File: src/rtl/tdm_mult_engine_pkg.sv
// rtl/tdm_mult_engine_pkg.sv - shared types, default widths and round-robin helper for the TDM multiplier
// Package tdm_pkg: default parameter values, channel index / pipeline stage types,
// and rr_next(), the rotating first-set search used by the grant arbiter.
package tdm_pkg;

  localparam int NUM_CH_DEF     = 4;
  localparam int DATA_W_DEF     = 8;
  localparam int COEF_W_DEF     = 8;
  localparam int FIFO_DEPTH_DEF = 8;
  localparam int PROD_W_DEF     = DATA_W_DEF + COEF_W_DEF;

  // rr_next works on a fixed 16-wide request vector so one function serves every NUM_CH.
  localparam int MAX_CH    = 16;
  localparam int MAX_IDX_W = 4;

  typedef logic [$clog2(NUM_CH_DEF)-1:0] ch_idx_t;

  typedef struct packed {
    logic                  valid;
    ch_idx_t               ch;
    logic [DATA_W_DEF-1:0] a;
    logic [COEF_W_DEF-1:0] b;
    logic [PROD_W_DEF-1:0] m;
  } pipe_stage_t;

  // Returns {found, index} of the first set req bit at or after ptr, wrapping at n.
  // Scanned from the far end so the entry closest to ptr is the last (winning) write.
  function automatic logic [MAX_IDX_W:0] rr_next(input logic [MAX_IDX_W-1:0] ptr,
                                                 input logic [MAX_CH-1:0]    req,
                                                 input int                   n);
    logic [MAX_IDX_W:0] res;
    int                 idx;
    res = '0;
    for (int k = MAX_CH - 1; k >= 0; k--) begin
      if (k < n) begin
        idx = int'(ptr) + k;
        if (idx >= n) idx = idx - n;
        if (req[idx]) res = {1'b1, MAX_IDX_W'(idx)};
      end
    end
    return res;
  endfunction

endpackage

File: src/rtl/tdm_mult_engine_if.sv
// rtl/tdm_mult_engine_if.sv - channel input and tagged result stream interface
// Signals: din/din_valid/din_ready (per-channel sample handshakes),
//          dout/dout_ch/dout_valid/dout_ready (result stream).
// master: traffic source and result sink; slave: the engine.
interface tdm_mult_engine_if #(
  parameter int NUM_CH = 4,
  parameter int DATA_W = 8,
  parameter int COEF_W = 8
);
  logic [NUM_CH*DATA_W-1:0]     din;
  logic [NUM_CH-1:0]            din_valid;
  logic [NUM_CH-1:0]            din_ready;
  logic [DATA_W+COEF_W-1:0]     dout;
  logic [$clog2(NUM_CH)-1:0]    dout_ch;
  logic                         dout_valid;
  logic                         dout_ready;

  modport master (output din, din_valid, dout_ready,
                  input  din_ready, dout, dout_ch, dout_valid);
  modport slave  (input  din, din_valid, dout_ready,
                  output din_ready, dout, dout_ch, dout_valid);
endinterface

File: src/rtl/tdm_mult_engine_arb.sv
// rtl/tdm_mult_engine_arb.sv - combinational work-conserving round-robin grant
// Ports: req_i (pending channels), enable_i (issue credit available), ptr_i (scan start),
//        grant_o (one-hot), grant_idx_o (binary index), grant_v_o (a grant was issued).
module rr_grant_arbiter
  import tdm_pkg::*;
#(
  parameter int NUM_CH = 4
) (
  input  logic [NUM_CH-1:0]         req_i,
  input  logic                      enable_i,
  input  logic [$clog2(NUM_CH)-1:0] ptr_i,
  output logic [NUM_CH-1:0]         grant_o,
  output logic [$clog2(NUM_CH)-1:0] grant_idx_o,
  output logic                      grant_v_o
);
  localparam int CH_W = $clog2(NUM_CH);

  logic [MAX_IDX_W:0] pick;

  always_comb begin
    pick        = rr_next(MAX_IDX_W'(ptr_i), MAX_CH'(req_i), NUM_CH);
    grant_v_o   = enable_i & pick[MAX_IDX_W];
    grant_idx_o = CH_W'(pick[MAX_IDX_W-1:0]);
    grant_o     = '0;
    if (grant_v_o) grant_o[grant_idx_o] = 1'b1;
  end
endmodule

File: src/rtl/tdm_mult_engine.sv
// rtl/tdm_mult_engine.sv - round-robin TDM multiplier with per-channel coefficients and output FIFO
// Ports: clk, rst (sync, active-high), bus (tdm_mult_engine_if.slave).
// Build option TDM_MULT_ACCUM_EN: emit per-channel running sums instead of raw products.
module tdm_mult_engine
  import tdm_pkg::*;
#(
  parameter int NUM_CH     = NUM_CH_DEF,
  parameter int DATA_W     = DATA_W_DEF,
  parameter int COEF_W     = COEF_W_DEF,
  parameter int FIFO_DEPTH = FIFO_DEPTH_DEF
) (
  input  logic               clk,
  input  logic               rst,
  tdm_mult_engine_if.slave   bus
);
  localparam int PW   = DATA_W + COEF_W;
  localparam int CH_W = $clog2(NUM_CH);
  localparam int AW   = $clog2(FIFO_DEPTH);
  localparam int CW   = AW + 1;

  typedef struct packed {
    logic              valid;
    logic [CH_W-1:0]   ch;
    logic [DATA_W-1:0] a;
    logic [COEF_W-1:0] b;
  } s1_t;

  typedef struct packed {
    logic            valid;
    logic [CH_W-1:0] ch;
    logic [PW-1:0]   m;
  } s2_t;

  logic [NUM_CH-1:0] hold_v_q, hold_v_d;
  logic [DATA_W-1:0] hold_q [NUM_CH];
  logic [COEF_W-1:0] coef_q [NUM_CH];
  logic [CH_W-1:0]   ptr_q, ptr_d;
  s1_t               s1_q;
  s2_t               s2_q;

  logic [PW-1:0]     fifo_data_q [FIFO_DEPTH];
  logic [CH_W-1:0]   fifo_ch_q   [FIFO_DEPTH];
  logic [AW-1:0]     wr_ptr_q, rd_ptr_q;
  logic [CW-1:0]     count_q;

  logic [NUM_CH-1:0] grant, accept;
  logic [CH_W-1:0]   grant_idx;
  logic              grant_v, issue_ok, push, pop;
  logic [CW-1:0]     inflight;
  logic [PW-1:0]     s3_data;

  // Credit check counts results still in S1/S2 so the FIFO can never be overrun;
  // a pop in the same cycle is deliberately not credited.
  assign inflight = CW'(s1_q.valid) + CW'(s2_q.valid);
  assign issue_ok = (count_q + inflight) < CW'(FIFO_DEPTH);

  rr_grant_arbiter #(.NUM_CH(NUM_CH)) u_arb (
    .req_i       (hold_v_q),
    .enable_i    (issue_ok),
    .ptr_i       (ptr_q),
    .grant_o     (grant),
    .grant_idx_o (grant_idx),
    .grant_v_o   (grant_v)
  );

  // A granted hold register may be refilled in the same cycle it drains.
  assign bus.din_ready = ~hold_v_q | grant;
  assign accept        = bus.din_valid & bus.din_ready;
  assign hold_v_d      = (hold_v_q & ~grant) | accept;
  assign ptr_d         = (grant_idx == CH_W'(NUM_CH - 1)) ? '0 : grant_idx + 1'b1;

  assign push           = s2_q.valid;
  assign bus.dout_valid = (count_q != '0);
  assign pop            = bus.dout_valid & bus.dout_ready;
  assign bus.dout       = bus.dout_valid ? fifo_data_q[rd_ptr_q] : '0;
  assign bus.dout_ch    = bus.dout_valid ? fifo_ch_q[rd_ptr_q]   : '0;

`ifdef TDM_MULT_ACCUM_EN
  logic [PW-1:0] acc_q [NUM_CH];

  assign s3_data = acc_q[s2_q.ch] + s2_q.m;

  always_ff @(posedge clk) begin
    if (rst) begin
      for (int i = 0; i < NUM_CH; i++) acc_q[i] <= '0;
    end else if (s2_q.valid) begin
      acc_q[s2_q.ch] <= s3_data;
    end
  end
`else
  assign s3_data = s2_q.m;
`endif

  // Control state
  always_ff @(posedge clk) begin
    if (rst) begin
      hold_v_q <= '0;
      ptr_q    <= '0;
      s1_q     <= '0;
      s2_q     <= '0;
      wr_ptr_q <= '0;
      rd_ptr_q <= '0;
      count_q  <= '0;
      for (int i = 0; i < NUM_CH; i++) coef_q[i] <= '0;
    end else begin
      hold_v_q <= hold_v_d;
      if (grant_v) ptr_q <= ptr_d;
      for (int i = 0; i < NUM_CH; i++) begin
        if (grant[i]) coef_q[i] <= coef_q[i] + 1'b1;
      end
      s1_q.valid <= grant_v;
      s1_q.ch    <= grant_idx;
      s1_q.a     <= hold_q[grant_idx];
      s1_q.b     <= coef_q[grant_idx];
      s2_q.valid <= s1_q.valid;
      s2_q.ch    <= s1_q.ch;
      s2_q.m     <= PW'(s1_q.a) * PW'(s1_q.b);
      if (push) wr_ptr_q <= wr_ptr_q + 1'b1;
      if (pop)  rd_ptr_q <= rd_ptr_q + 1'b1;
      count_q <= count_q + CW'(push) - CW'(pop);
    end
  end

  // Datapath storage; contents are qualified by hold_v_q / count_q so need no reset.
  always_ff @(posedge clk) begin
    for (int i = 0; i < NUM_CH; i++) begin
      if (accept[i]) hold_q[i] <= bus.din[i*DATA_W +: DATA_W];
    end
    if (push) begin
      fifo_data_q[wr_ptr_q] <= s3_data;
      fifo_ch_q[wr_ptr_q]   <= s2_q.ch;
    end
  end
endmodule
File: src/flat_wrapper.sv
// flat-port wrapper written by rule: the top's interface ports become plain ports
module tdm_mult_engine_flat import tdm_pkg::*;
#(
  parameter int NUM_CH     = NUM_CH_DEF,
  parameter int DATA_W     = DATA_W_DEF,
  parameter int COEF_W     = COEF_W_DEF,
  parameter int FIFO_DEPTH = FIFO_DEPTH_DEF
)
  (clk, rst, bus_din, bus_din_valid, bus_dout_ready, bus_din_ready, bus_dout, bus_dout_ch, bus_dout_valid);
  tdm_mult_engine_if #(.NUM_CH(NUM_CH), .DATA_W(DATA_W), .COEF_W(COEF_W)) bus_i ();
  input  logic clk;
  input  logic rst;
  input wire logic [$bits(bus_i.din)-1:0] bus_din;
  input wire logic [$bits(bus_i.din_valid)-1:0] bus_din_valid;
  input wire logic [$bits(bus_i.dout_ready)-1:0] bus_dout_ready;
  output wire logic [$bits(bus_i.din_ready)-1:0] bus_din_ready;
  output wire logic [$bits(bus_i.dout)-1:0] bus_dout;
  output wire logic [$bits(bus_i.dout_ch)-1:0] bus_dout_ch;
  output wire logic [$bits(bus_i.dout_valid)-1:0] bus_dout_valid;
  assign bus_i.din = bus_din;
  assign bus_i.din_valid = bus_din_valid;
  assign bus_i.dout_ready = bus_dout_ready;
  assign bus_din_ready = bus_i.din_ready;
  assign bus_dout = bus_i.dout;
  assign bus_dout_ch = bus_i.dout_ch;
  assign bus_dout_valid = bus_i.dout_valid;
  tdm_mult_engine #(.NUM_CH(NUM_CH), .DATA_W(DATA_W), .COEF_W(COEF_W), .FIFO_DEPTH(FIFO_DEPTH)) u_core (.clk(clk), .rst(rst), .bus(bus_i));
endmodule
File: config.mk
export PLATFORM = sky130hd
export DESIGN_NAME = tdm_mult_engine_flat
export DESIGN_NICKNAME = d
export VERILOG_FILES = /design/src/rtl/tdm_mult_engine_pkg.sv /design/src/rtl/tdm_mult_engine_if.sv /design/src/rtl/tdm_mult_engine_arb.sv /design/src/rtl/tdm_mult_engine.sv /design/src/flat_wrapper.sv
export SDC_FILE = /design/constraint.sdc
export NUM_CORES = 1
export LEC_CHECK = 0
export CORE_UTILIZATION = 64
export CTS_CLUSTER_DIAMETER = 80
export DETAILED_ROUTE_END_ITERATION = 8
export DONT_BUFFER_PORTS = 1
export GPL_ROUTABILITY_DRIVEN = 1
export PLACE_DENSITY_LB_ADDON = 0.1
export SKIP_LAST_GASP = 1
export SLEW_MARGIN = 20
export SYNTH_ARGS = -nofsm -noshare
export SYNTH_HDL_FRONTEND = slang
export SYNTH_SLANG_ARGS = --single-unit
File: constraint.sdc
create_clock -name clk -period 5.68 [get_ports clk]
set_clock_uncertainty 0.1 [all_clocks]
set_input_delay 0 -clock clk [delete_from_list [all_inputs] [get_ports clk]]
set_output_delay 0 -clock clk [all_outputs]
set_load 0.03 [all_outputs]
==> results of run 1 <==
-- layout by cell type (no fill, tap or decap), types with 4 or more instances in the layout --
| cell | n |
|---|---|
| mux2i_1 | 55 |
| inv_1 | 61 |
| and2_1 | 57 |
| nor2b_1 | 13 |
| nand2_1 | 25 |
| clkbuf_16 | 27 |
| mux2_1 | 5 |
| o22ai_1 | 17 |
| a21oi_1 | 14 |
| clkinv_2 | 4 |
| a21o_1 | 7 |
| dlygate4sd3_1 | 64 |
| nand2b_1 | 5 |
| fa_1 | 37 |
| a31oi_1 | 4 |
| inv_2 | 5 |
| nor2_1 | 86 |
| o21ai_1 | 6 |
| xnor2_1 | 13 |
| o21ai_0 | 4 |
| mux4_2 | 37 |
| or3_1 | 5 |
| and3_1 | 12 |
| nand3_1 | 18 |
| clkbuf_1 | 5 |
| ha_1 | 58 |
| edfxtp_1 | 208 |
| dfxtp_1 | 56 |
| buf_4 | 13 |
| xor2_1 | 22 |
| clkbuf_8 | 5 |
-- critical path: stages, from the launching register on --
cell,delay [ns]
dfxtp_1,0.37
and2_1,0.20
fa_1,0.46
fa_1,0.55
inv_1,0.06
fa_1,0.51
fa_1,0.54
inv_1,0.04
ha_1,0.33
o21a_1,0.18
a21oi_1,0.21
a21oi_1,0.16
a311o_1,0.39
mux2_1,0.32
-- stage by stage --
stage	power, uW	utilization, %	worst slack, ns
detailed placement	4917	66.48	1.152
global route	7014	74.28	0.9492
global placement	4823	66.48	1.250
floorplan	4472	-	1.402
CTS	6623	74.08	1.141
finish	6662	74.28	1.146
-- synth_stat cells (all sizes together) (12+ instances only) --
cell type	n	area [um2]
a21oi	14	70.07
and2	57	356.6
and3	12	75.07
buf	19	143.9
clkbuf	15	56.30
dfxtp	57	1141
edfxtp	208	6246
fa	37	740.7
ha	58	725.7
inv	66	247.7
mux2i	55	550.5
mux4	37	833.3
nand2	25	93.84
nand3	19	100.1
nor2	86	322.8
nor2b	13	81.33
o22ai	18	118.9
xnor2	13	113.9
xor2	22	192.7
-- power groups by stage --
stage | sequential, uW | combinational, uW | clock, uW
finish | 2750 | 2230 | 1680
global route | 2790 | 2450 | 1770
floorplan | 2670 | 1800 | 0
global placement | 2750 | 2070 | 0
CTS | 2740 | 2200 | 1680
detailed placement | 2780 | 2130 | 0
-- metal layers --
layer  vias to the layer above  part of all wire, %  global-route usage (%)
met1                      3698                   42                   34.24
met3                        39                  4.4                   3.253
met4                         0                  1.9                   7.810
met5                         -                    0                       0
li1                       3361                    -                       -
met2                       231                   52                   48.48
-- registers in the layout, summed over array words and instances, names as in the netlist, named ones only --
name and count:
u_core.s1_q 19, u_core.push 1, u_core.hold_v_q 4, u_core.coef_q 32
u_core.count_q 4, u_core.ptr_q 2, u_core.s3_data 16, u_core.fifo_data_q 128
u_core.rd_ptr_q 3, u_core.s2_q 2, u_core.fifo_ch_q 16, u_core.wr_ptr_q 3
u_core.hold_q 32
-- worst paths after layout --
check / start / endpoint / slack, ns / cells past startpoint
max reg2reg: u_core.s1_q[4] / u_core.s3_data[14] / 1.15 / 13
min reg2reg: u_core.s1_q[16] / u_core.s2_q[16] / 0.36 / 1
min: bus_din[26] / u_core.hold_q[3][2] / 0.01 / 1
max: u_core.s1_q[4] / u_core.s3_data[14] / 1.15 / 13
-- final cells by class --
type	count	area, um2	share of cell area (%)
multi-input combinational	531	4885	33.79
sequential	265	7388	51.11
timing repair buffer	78	758.2	5.245
clock inverter	11	75.07	0.5193
clock buffer	37	763.2	5.280
tap	265	331.6	2.294
inverter	66	247.7	1.714
antenna	3	7.507	0.05193
-- cells by family (layout without fill, tap and decap cells) --
| family | after synthesis | after routing | synth area share (%) |
|---|---|---|---|
| flops | 265 | 265 | 58.18 |
| fa+ha+maj | 95 | 95 | 11.55 |
| simple gates | 232 | 232 | 9.076 |
| buf+inv | 100 | 192 | 3.528 |
| other cells | 0 | 3 | 0 |
| mux | 99 | 99 | 11.58 |
| compound gates | 70 | 70 | 3.676 |
| xor+xnor | 35 | 35 | 2.414 |
==> impl_metrics.env, run 1 <==
export IMPL_seqPwrFrac_pct=41.3
export IMPL_timing_setup_tns_ns=0
export IMPL_grt_pass1_wl_mm=41.53
export IMPL_postSynthAreaPerCell_um2=14.17
export IMPL_status="completed"
export IMPL_place_area_um2=12940
export IMPL_syn_num_nets=1030
export IMPL_slew_violations=0
export IMPL_drt_wl_total_mm=26.01
export IMPL_syn_to_final_growth_pct=13.86
export IMPL_gp_congestion=0.8182
export IMPL_first_global_vias=7731
export IMPL_pwr_share_clk_pct=25.2
export IMPL_finalSetupViolations=0
export IMPL_clock_root_buffer="clkbuf_16"
export IMPL_dp_hpwl_mm=16.06
export IMPL_grt_max_degree=52
export IMPL_die_w_um=142.9
export IMPL_cp_arrival_ns=4.84
export IMPL_cts_setup_buffers=0
export IMPL_worst_slew_pin_slew_ns=1.040
export IMPL_detail_route_wl_per_cell_um=20.71
export IMPL_yosys_warnings=0
export IMPL_synth_enable_flop_cells=208
export IMPL_cts_tree="built"
export IMPL_clk_latency_ns=0.53
export IMPL_die_h_um=142.9
export IMPL_relSlewSlack_pct=30.39
export IMPL_maxCapViolations=0
export IMPL_cts_buffers=26
export IMPL_hold_buffers=63
export IMPL_cts_num_sinks=265
export IMPL_initial_core_util_pct=65.24
export IMPL_post_route_min_period_ns=4.534
export IMPL_fin_area_um2=14460
export IMPL_critPathMaxFanout=8
export IMPL_cp_data_required_time_ns=5.99
export IMPL_drive_gt1_share_pct=11.13
export IMPL_io_pins=62
export IMPL_ant_nets=0
export IMPL_switching_power_uw=2381
export IMPL_grt_usage_pct=26.91
export IMPL_ys_seq_elements=265
export IMPL_power_density_nw_per_um2=460.8
export IMPL_min_period_over_period_pct=79.83
export IMPL_h_tree_depth=1
export IMPL_cp_start_kind="flip-flop"
export IMPL_worst_setup_hold_path_clk_slew_ns=0.07
export IMPL_crit_type="flip-flop to flip-flop"
export IMPL_synthFlopType="edfxtp_1"
export IMPL_design_die_area_um2=20410
export IMPL_firstDrtPassIters=5
export IMPL_clock_path_buffers=3
export IMPL_stdcell_count=1256
export IMPL_rsz0062_at_grt="no"
export IMPL_crit_path_end_kind="flip-flop"
export IMPL_yosysUniqueCellTypes=54
export IMPL_vias=7329
export IMPL_io_buffers=0
export IMPL_whs_ns=0.01261
export IMPL_p_leak_uw=0.005665
export IMPL_fmax_mhz=220.6
export IMPL_core_area_um2=19460
export IMPL_rows=51
export IMPL_hold_class="input pin to flip-flop"
export IMPL_fill_cells=1206
export IMPL_synthArstFlopShare_pct=0
export IMPL_peakVddDrop_mv=0.2857
export IMPL_drc=0
export IMPL_seq_area_frac_synth_pct=58.18
export IMPL_syn_inst=896
export IMPL_dp_cells=1140
export IMPL_ctsResizeCount=0
export IMPL_power_internal_uw=4280
export IMPL_netSwitchingFraction_pct=35.74
export IMPL_hold_viol_final=0
export IMPL_first_iter_violations=494
export IMPL_overflow=0
export IMPL_final_nets=1102
export IMPL_antenna_found_initial=3
export IMPL_syn_area_um2=12700
export IMPL_detail_route_vias_per_cell=5.835
export IMPL_pwr_share_comb_pct=33.5
Note: power is estimated with default switching activity, not from simulation.
==> run 2, diff against run 1 <==
- CORE_UTILIZATION: 64 -> 58
- clock period: 5.68 -> 4.05 ns (I/O delays scaled with it)
==> run 2 against run 1 <==
  * The flow now finishes with violations (setup timing)
  * Combinational power grew 52%
  * Critical endpoint unchanged
  * Routed wire length decreased by 1.7%
  * Highest routed layer unchanged
  * Final area rose by 3.1%
  * Critical path depth is 1 higher
  * Utilization down 4.0 points
==> impl_metrics.env, run 2 (synthesis gave the netlist of run 1 again) <==
export IMPL_antenna_cells=0
export IMPL_cts_tree="built"
export IMPL_mostFrequentLayoutCell="edfxtp_1"
export IMPL_pwr_share_clk_pct=23.9
export IMPL_final_nets=1146
export IMPL_worst_slew_pin_slew_ns=0.8530
export IMPL_io_buffers=0
export IMPL_firstDrtPassIters=5
export IMPL_final_util_pct=70.26
export IMPL_power_internal_uw=6143
export IMPL_path_delay_family="adder cells"
export IMPL_crit_path_end_kind="flip-flop"
export IMPL_violations="setup timing"
export IMPL_finalSetupViolations=2
export IMPL_fill_cells=1424
export IMPL_critPathSlowestCell="fa_1"
export IMPL_overflow=0
export IMPL_min_period_over_period_pct=101.6
export IMPL_first_iter_violations=481
export IMPL_grt_max_degree=53
export IMPL_largest_register_ffs=128
export IMPL_status="finished with violations"
export IMPL_switching_power_uw=3363
export IMPL_h_tree_depth=1
export IMPL_fin_area_um2=14910
export IMPL_design_die_area_um2=22490
export IMPL_seq_area_um2=7410
export IMPL_peakVddDrop_mv=0.4371
export IMPL_relSlewSlack_pct=43.13
export IMPL_critPathMaxFanout=6
export IMPL_clk_latency_ns=0.54
export IMPL_crit_chain="nand2_2 > fa_1 > fa_1 > inv_2 > fa_1 > inv_1 > fa_1 > inv_2 > ha_4 > o21a_1 > a21oi_2 > a21oi_2 > a311o_1 > mux2_4"
export IMPL_slowest_delay_ns=0.57
export IMPL_syn_to_final_growth_pct=17.42
export IMPL_gp_congestion=0.8574
export IMPL_antenna_found_initial=0
export IMPL_detail_route_wl_per_cell_um=19.54
export IMPL_dp_hpwl_mm=16.28
export IMPL_crit_path_frequent_cell="fa_1"
export IMPL_hold_viol_final=0
export IMPL_place_area_um2=13220
export IMPL_post_route_min_period_ns=4.117
export IMPL_vias=7399
export IMPL_cp_start_kind="flip-flop"
export IMPL_slew_violations=0
export IMPL_rsz0062_at_grt="yes"
export IMPL_ant_nets=0
export IMPL_worst_setup_hold_path_clk_slew_ns=0.07
export IMPL_die_h_um=150.0
export IMPL_drt_wl_total_mm=25.56
export IMPL_clock_root_buffer="clkbuf_16"
export IMPL_cts_buffers=27
export IMPL_die_w_um=150.0
export IMPL_drive_gt1_share_pct=16.94
export IMPL_hold_class="input pin to flip-flop"
export IMPL_clock_path_buffers=3
export IMPL_initial_core_util_pct=59.83
export IMPL_maxCapViolations=0
export IMPL_power_density_nw_per_um2=637.6
export IMPL_grt_usage_pct=24.09
export IMPL_detail_route_vias_per_cell=5.657
export IMPL_drc=0
export IMPL_dp_slack_ns=-0.2338
export IMPL_core_area_um2=21220
export IMPL_cp_data_required_time_ns=4.37
export IMPL_cts_num_sinks=265
export IMPL_fmax_mhz=242.9
export IMPL_seqPwrFrac_pct=40.5
export IMPL_io_pins=62
export IMPL_multi_input_comb_area_um2=4981
export IMPL_netSwitchingFraction_pct=35.38
export IMPL_first_global_vias=7972
export IMPL_crit_type="flip-flop to flip-flop"
export IMPL_p_leak_uw=0.005841
export IMPL_grt_pass1_wl_mm=41.41
export IMPL_regMostFlops="u_core.fifo_data_q"
export IMPL_reg_largest_list="u_core.fifo_data_q: 128 flops, u_core.coef_q: 32 flops, u_core.hold_q: 32 flops"
export IMPL_layout_setup_ws_ns=-0.06679
export IMPL_pwr_share_comb_pct=35.6
export IMPL_rows=53
export IMPL_path_buf_inv=3
export IMPL_cp_arrival_ns=4.44
export IMPL_layout_common_cells="edfxtp_1, nor2_1, dlygate4sd3_1"
## run 2: cell types whose count changed in the layout (fill, tap and decap cells not counted), moves of 4 or more
cell           previous run  this run
dlygate4sd3_1            64        71
clkbuf_1                  5         9
ha_1                     58        54
ha_4                      0         4
buf_4                    13        46
dfxtp_2                   1        12
dfxtp_1                  56        43
## run 2: final cells by class
cell class | count | area share [%]
Clock buffer | 38 | 4.943
Clock inverter | 12 | 0.5371
Inverter | 66 | 1.662
Multi-Input combinational cell | 531 | 33.41
Sequential cell | 265 | 49.70
Tap cell | 275 | 2.308
Timing Repair Buffer | 121 | 7.444
## run 2: path summary, 6_finish.rpt
kind,end,cells after the start,slack (ns),from
worst min-delay path,u_core.hold_v_q[0],3,0.05,bus_din_valid[0]
worst max register to register,u_core.s3_data[14],14,-0.07,u_core.s1_q[10]
worst max-delay path,u_core.s3_data[14],14,-0.07,u_core.s1_q[10]
worst min register to register,u_core.s2_q[16],1,0.37,u_core.s1_q[16]
## run 2: timing repair
item | in CTS | in global routing
setup endpoints to repair | 5 | 7
endpoints found under the hold margin | 169 | 0
pin swaps | 14 | 3
buffers inserted | 3 | 1
resized for setup | 25 | 7
hold buffers | 72 | 0
## run 2: power groups by stage
stage	logic, uW	clock network, uW	registers, uW
floorplan	2540	0	3750
global placement	3100	0	3850
detailed placement	3180	0	3890
CTS	3350	2300	3840
global route	3700	2410	3910
finish	3390	2270	3850
## run 2: through the flow
step / total power, uW / TNS (ns) / cells / hold WS, ns
floorplan: 6289 / 0 / 896 / -0.001131
global placement: 6941 / -0.06962 / 1182 / -0.02109
detailed placement: 7074 / -0.8849 / 1182 / -0.01967
CTS: 9496 / -0.08922 / 1307 / 0.02346
global route: 10020 / -0.6589 / 1308 / 0.06720
finish: 9507 / -0.07100 / 1308 / 0.05061
## run 2: routing by layer
layer  global-route usage, %  share of wire, %  vias up
li1                        -                 -     3451
met1                   28.64                40     3681
met2                   44.56                53      223
met3                   3.598               4.6       44
met4                   7.727               2.6        0
met5                       0                 0        -
## run 2: worst reg2reg max path, cell delays in order, from the launching register on
cell	delay, ns
dfxtp_4	0.37
nand2_2	0.06
fa_1	0.51
fa_1	0.57
inv_2	0.05
fa_1	0.53
inv_1	0.05
fa_1	0.49
inv_2	0.05
ha_4	0.24
o21a_1	0.11
a21oi_2	0.18
a21oi_2	0.10
a311o_1	0.30
mux2_4	0.31
==> run 3, diff against run 2 <==
- CTS_BUF_LIST: not set -> sky130_fd_sc_hd__clkbuf_16
==> run 3 against run 2 <==
  * The run still ends with setup timing left
  * Sequential share of layout area did not move
  * Global-route usage rose by 0.15 points
  * Power fell by 0.54%
  * Hold slack improved by 0.0096 ns
  * Critical path type unchanged
==> impl_metrics.env, run 3 (synthesis gave the netlist of run 1 again) <==
export IMPL_status="finished with violations"
export IMPL_violations="setup timing"
export IMPL_vias=7404
export IMPL_pwr_share_comb_pct=35.9
export IMPL_relSlewSlack_pct=43.88
export IMPL_critPathMaxFanout=6
export IMPL_multi_input_comb_area_um2=4981
export IMPL_clock_root_buffer="clkbuf_16"
export IMPL_cts_num_sinks=265
export IMPL_hold_viol_final=0
export IMPL_worst_setup_hold_path_clk_slew_ns=0.06
export IMPL_maxCapViolations=0
export IMPL_first_global_vias=8002
export IMPL_drc=0
export IMPL_fmax_mhz=243.0
export IMPL_design_die_area_um2=22490
export IMPL_seqPwrFrac_pct=40.7
export IMPL_crit_path_end_kind="flip-flop"
export IMPL_finalSetupViolations=2
export IMPL_io_pins=62
export IMPL_power_internal_uw=6090
export IMPL_initial_core_util_pct=59.83
export IMPL_detail_route_vias_per_cell=5.652
export IMPL_grt_max_degree=53
export IMPL_power_density_nw_per_um2=634.2
export IMPL_cts_tree="built"
export IMPL_io_buffers=0
export IMPL_timing_setup_tns_ns=-0.06773
export IMPL_dp_slack_ns=-0.2338
export IMPL_layout_common_cells="edfxtp_1, nor2_1, dlygate4sd3_1"
export IMPL_p_total_uw=9455
export IMPL_cp_arrival_ns=4.44
export IMPL_overflow=0
export IMPL_fill_cells=1427
export IMPL_drt_wl_total_mm=25.75
export IMPL_final_nets=1148
export IMPL_slew_violations=0
export IMPL_post_route_min_period_ns=4.115
export IMPL_rows=53
export IMPL_switching_power_uw=3365
export IMPL_grt_usage_pct=24.24
export IMPL_netSwitchingFraction_pct=35.59
export IMPL_reg_largest_list="u_core.fifo_data_q: 128 flops, u_core.coef_q: 32 flops, u_core.hold_q: 32 flops"
export IMPL_largest_register_ffs=128
export IMPL_peakVddDrop_mv=0.4383
export IMPL_pwr_share_clk_pct=23.4
export IMPL_h_tree_depth=1
export IMPL_layout_setup_ws_ns=-0.06452
export IMPL_ant_nets=0
export IMPL_min_period_over_period_pct=101.6
export IMPL_worst_slew_pin_slew_ns=0.8418
export IMPL_regMostFlops="u_core.fifo_data_q"
export IMPL_gp_congestion=0.8574
export IMPL_die_w_um=150.0
export IMPL_whs_ns=0.06021
export IMPL_mostFrequentLayoutCell="edfxtp_1"
export IMPL_clock_path_buffers=3
export IMPL_clk_latency_ns=0.55
export IMPL_cp_start_kind="flip-flop"
export IMPL_seq_area_um2=7410
export IMPL_firstDrtPassIters=4
export IMPL_syn_to_final_growth_pct=17.42
export IMPL_dp_hpwl_mm=16.28
export IMPL_p_leak_uw=0.005878
export IMPL_rsz0062_at_grt="yes"
export IMPL_grt_pass1_wl_mm=41.58
export IMPL_first_iter_violations=548
export IMPL_hold_class="input pin to flip-flop"
export IMPL_die_h_um=150.0
export IMPL_antenna_cells=0
export IMPL_drive_gt1_share_pct=16.71
export IMPL_cp_data_required_time_ns=4.37
export IMPL_antenna_found_initial=0
export IMPL_cts_buffers=27
export IMPL_detail_route_wl_per_cell_um=19.66
export IMPL_core_area_um2=21220
export IMPL_crit_type="flip-flop to flip-flop"
[run 3: area by class of cell]
class / count / share of cell area (%)
clock buffers: 27 / 4.532
clock inverters: 23 / 0.8140
repair buffers: 123 / 7.578
multi-input cells: 531 / 33.41
well taps: 275 / 2.308
flip-flops and latches: 265 / 49.70
inverters: 66 / 1.662
[run 3: path summary, 6_finish.rpt]
| check | startpoint | to | slack, ns | cells after the start |
|---|---|---|---|---|
| worst min-delay path | rst | u_core.s1_q[2] | 0.06 | 2 |
| worst max-delay path | u_core.s1_q[10] | u_core.s3_data[14] | -0.06 | 14 |
| worst min register to register | u_core.s1_q[16] | u_core.s2_q[16] | 0.37 | 1 |
| worst max register to register | u_core.s1_q[10] | u_core.s3_data[14] | -0.06 | 14 |
[run 3: per-stage QoR]
step | utilization [%] | cells | cell area [um2]
finish | 70.26 | 1310 | 14910
global route | 70.26 | 1310 | 14910
CTS | 70.14 | 1309 | 14880
detailed placement | 62.31 | 1182 | 13220
global placement | 62.31 | 1182 | 13220
floorplan | - | 896 | 12730
[run 3: metal layers]
metal / global-route usage (%) / vias to the layer above / routed length (um)
met5: 0 / - / 0
met4: 7.980 / 0 / 746
met3: 3.598 / 51 / 1165
met2: 44.51 / 203 / 13610
met1: 29.06 / 3697 / 10230
li1: - / 3453 / -
[run 3: power groups by stage]
| stage | clock, uW | combinational (uW) | sequential, uW |
|---|---|---|---|
| 2_1_floorplan | 0 | 2540 | 3750 |
| 3_3_place_gp | 0 | 3100 | 3850 |
| 3_5_place_dp | 0 | 3180 | 3890 |
| 4_1_cts | 2240 | 3360 | 3840 |
| 5_1_grt | 2350 | 3700 | 3910 |
| 6_report | 2210 | 3390 | 3850 |
[run 3: repair_timing]
item	in CTS	in global routing
endpoints found under the setup margin	5	9
resized for setup	25	7
hold buffers	74	0
hold endpoints to repair	169	0
pin swaps	14	3
setup buffers	3	1
[run 3: worst max-delay path, stage by stage, from the launching register on]
cell	delay (ns)
dfxtp_4	0.37
nand2_2	0.06
fa_1	0.51
fa_1	0.57
inv_2	0.05
fa_1	0.53
inv_1	0.05
fa_1	0.49
inv_2	0.05
ha_4	0.24
o21a_1	0.11
a21oi_2	0.18
a21oi_2	0.10
a311o_1	0.29
mux2_4	0.31
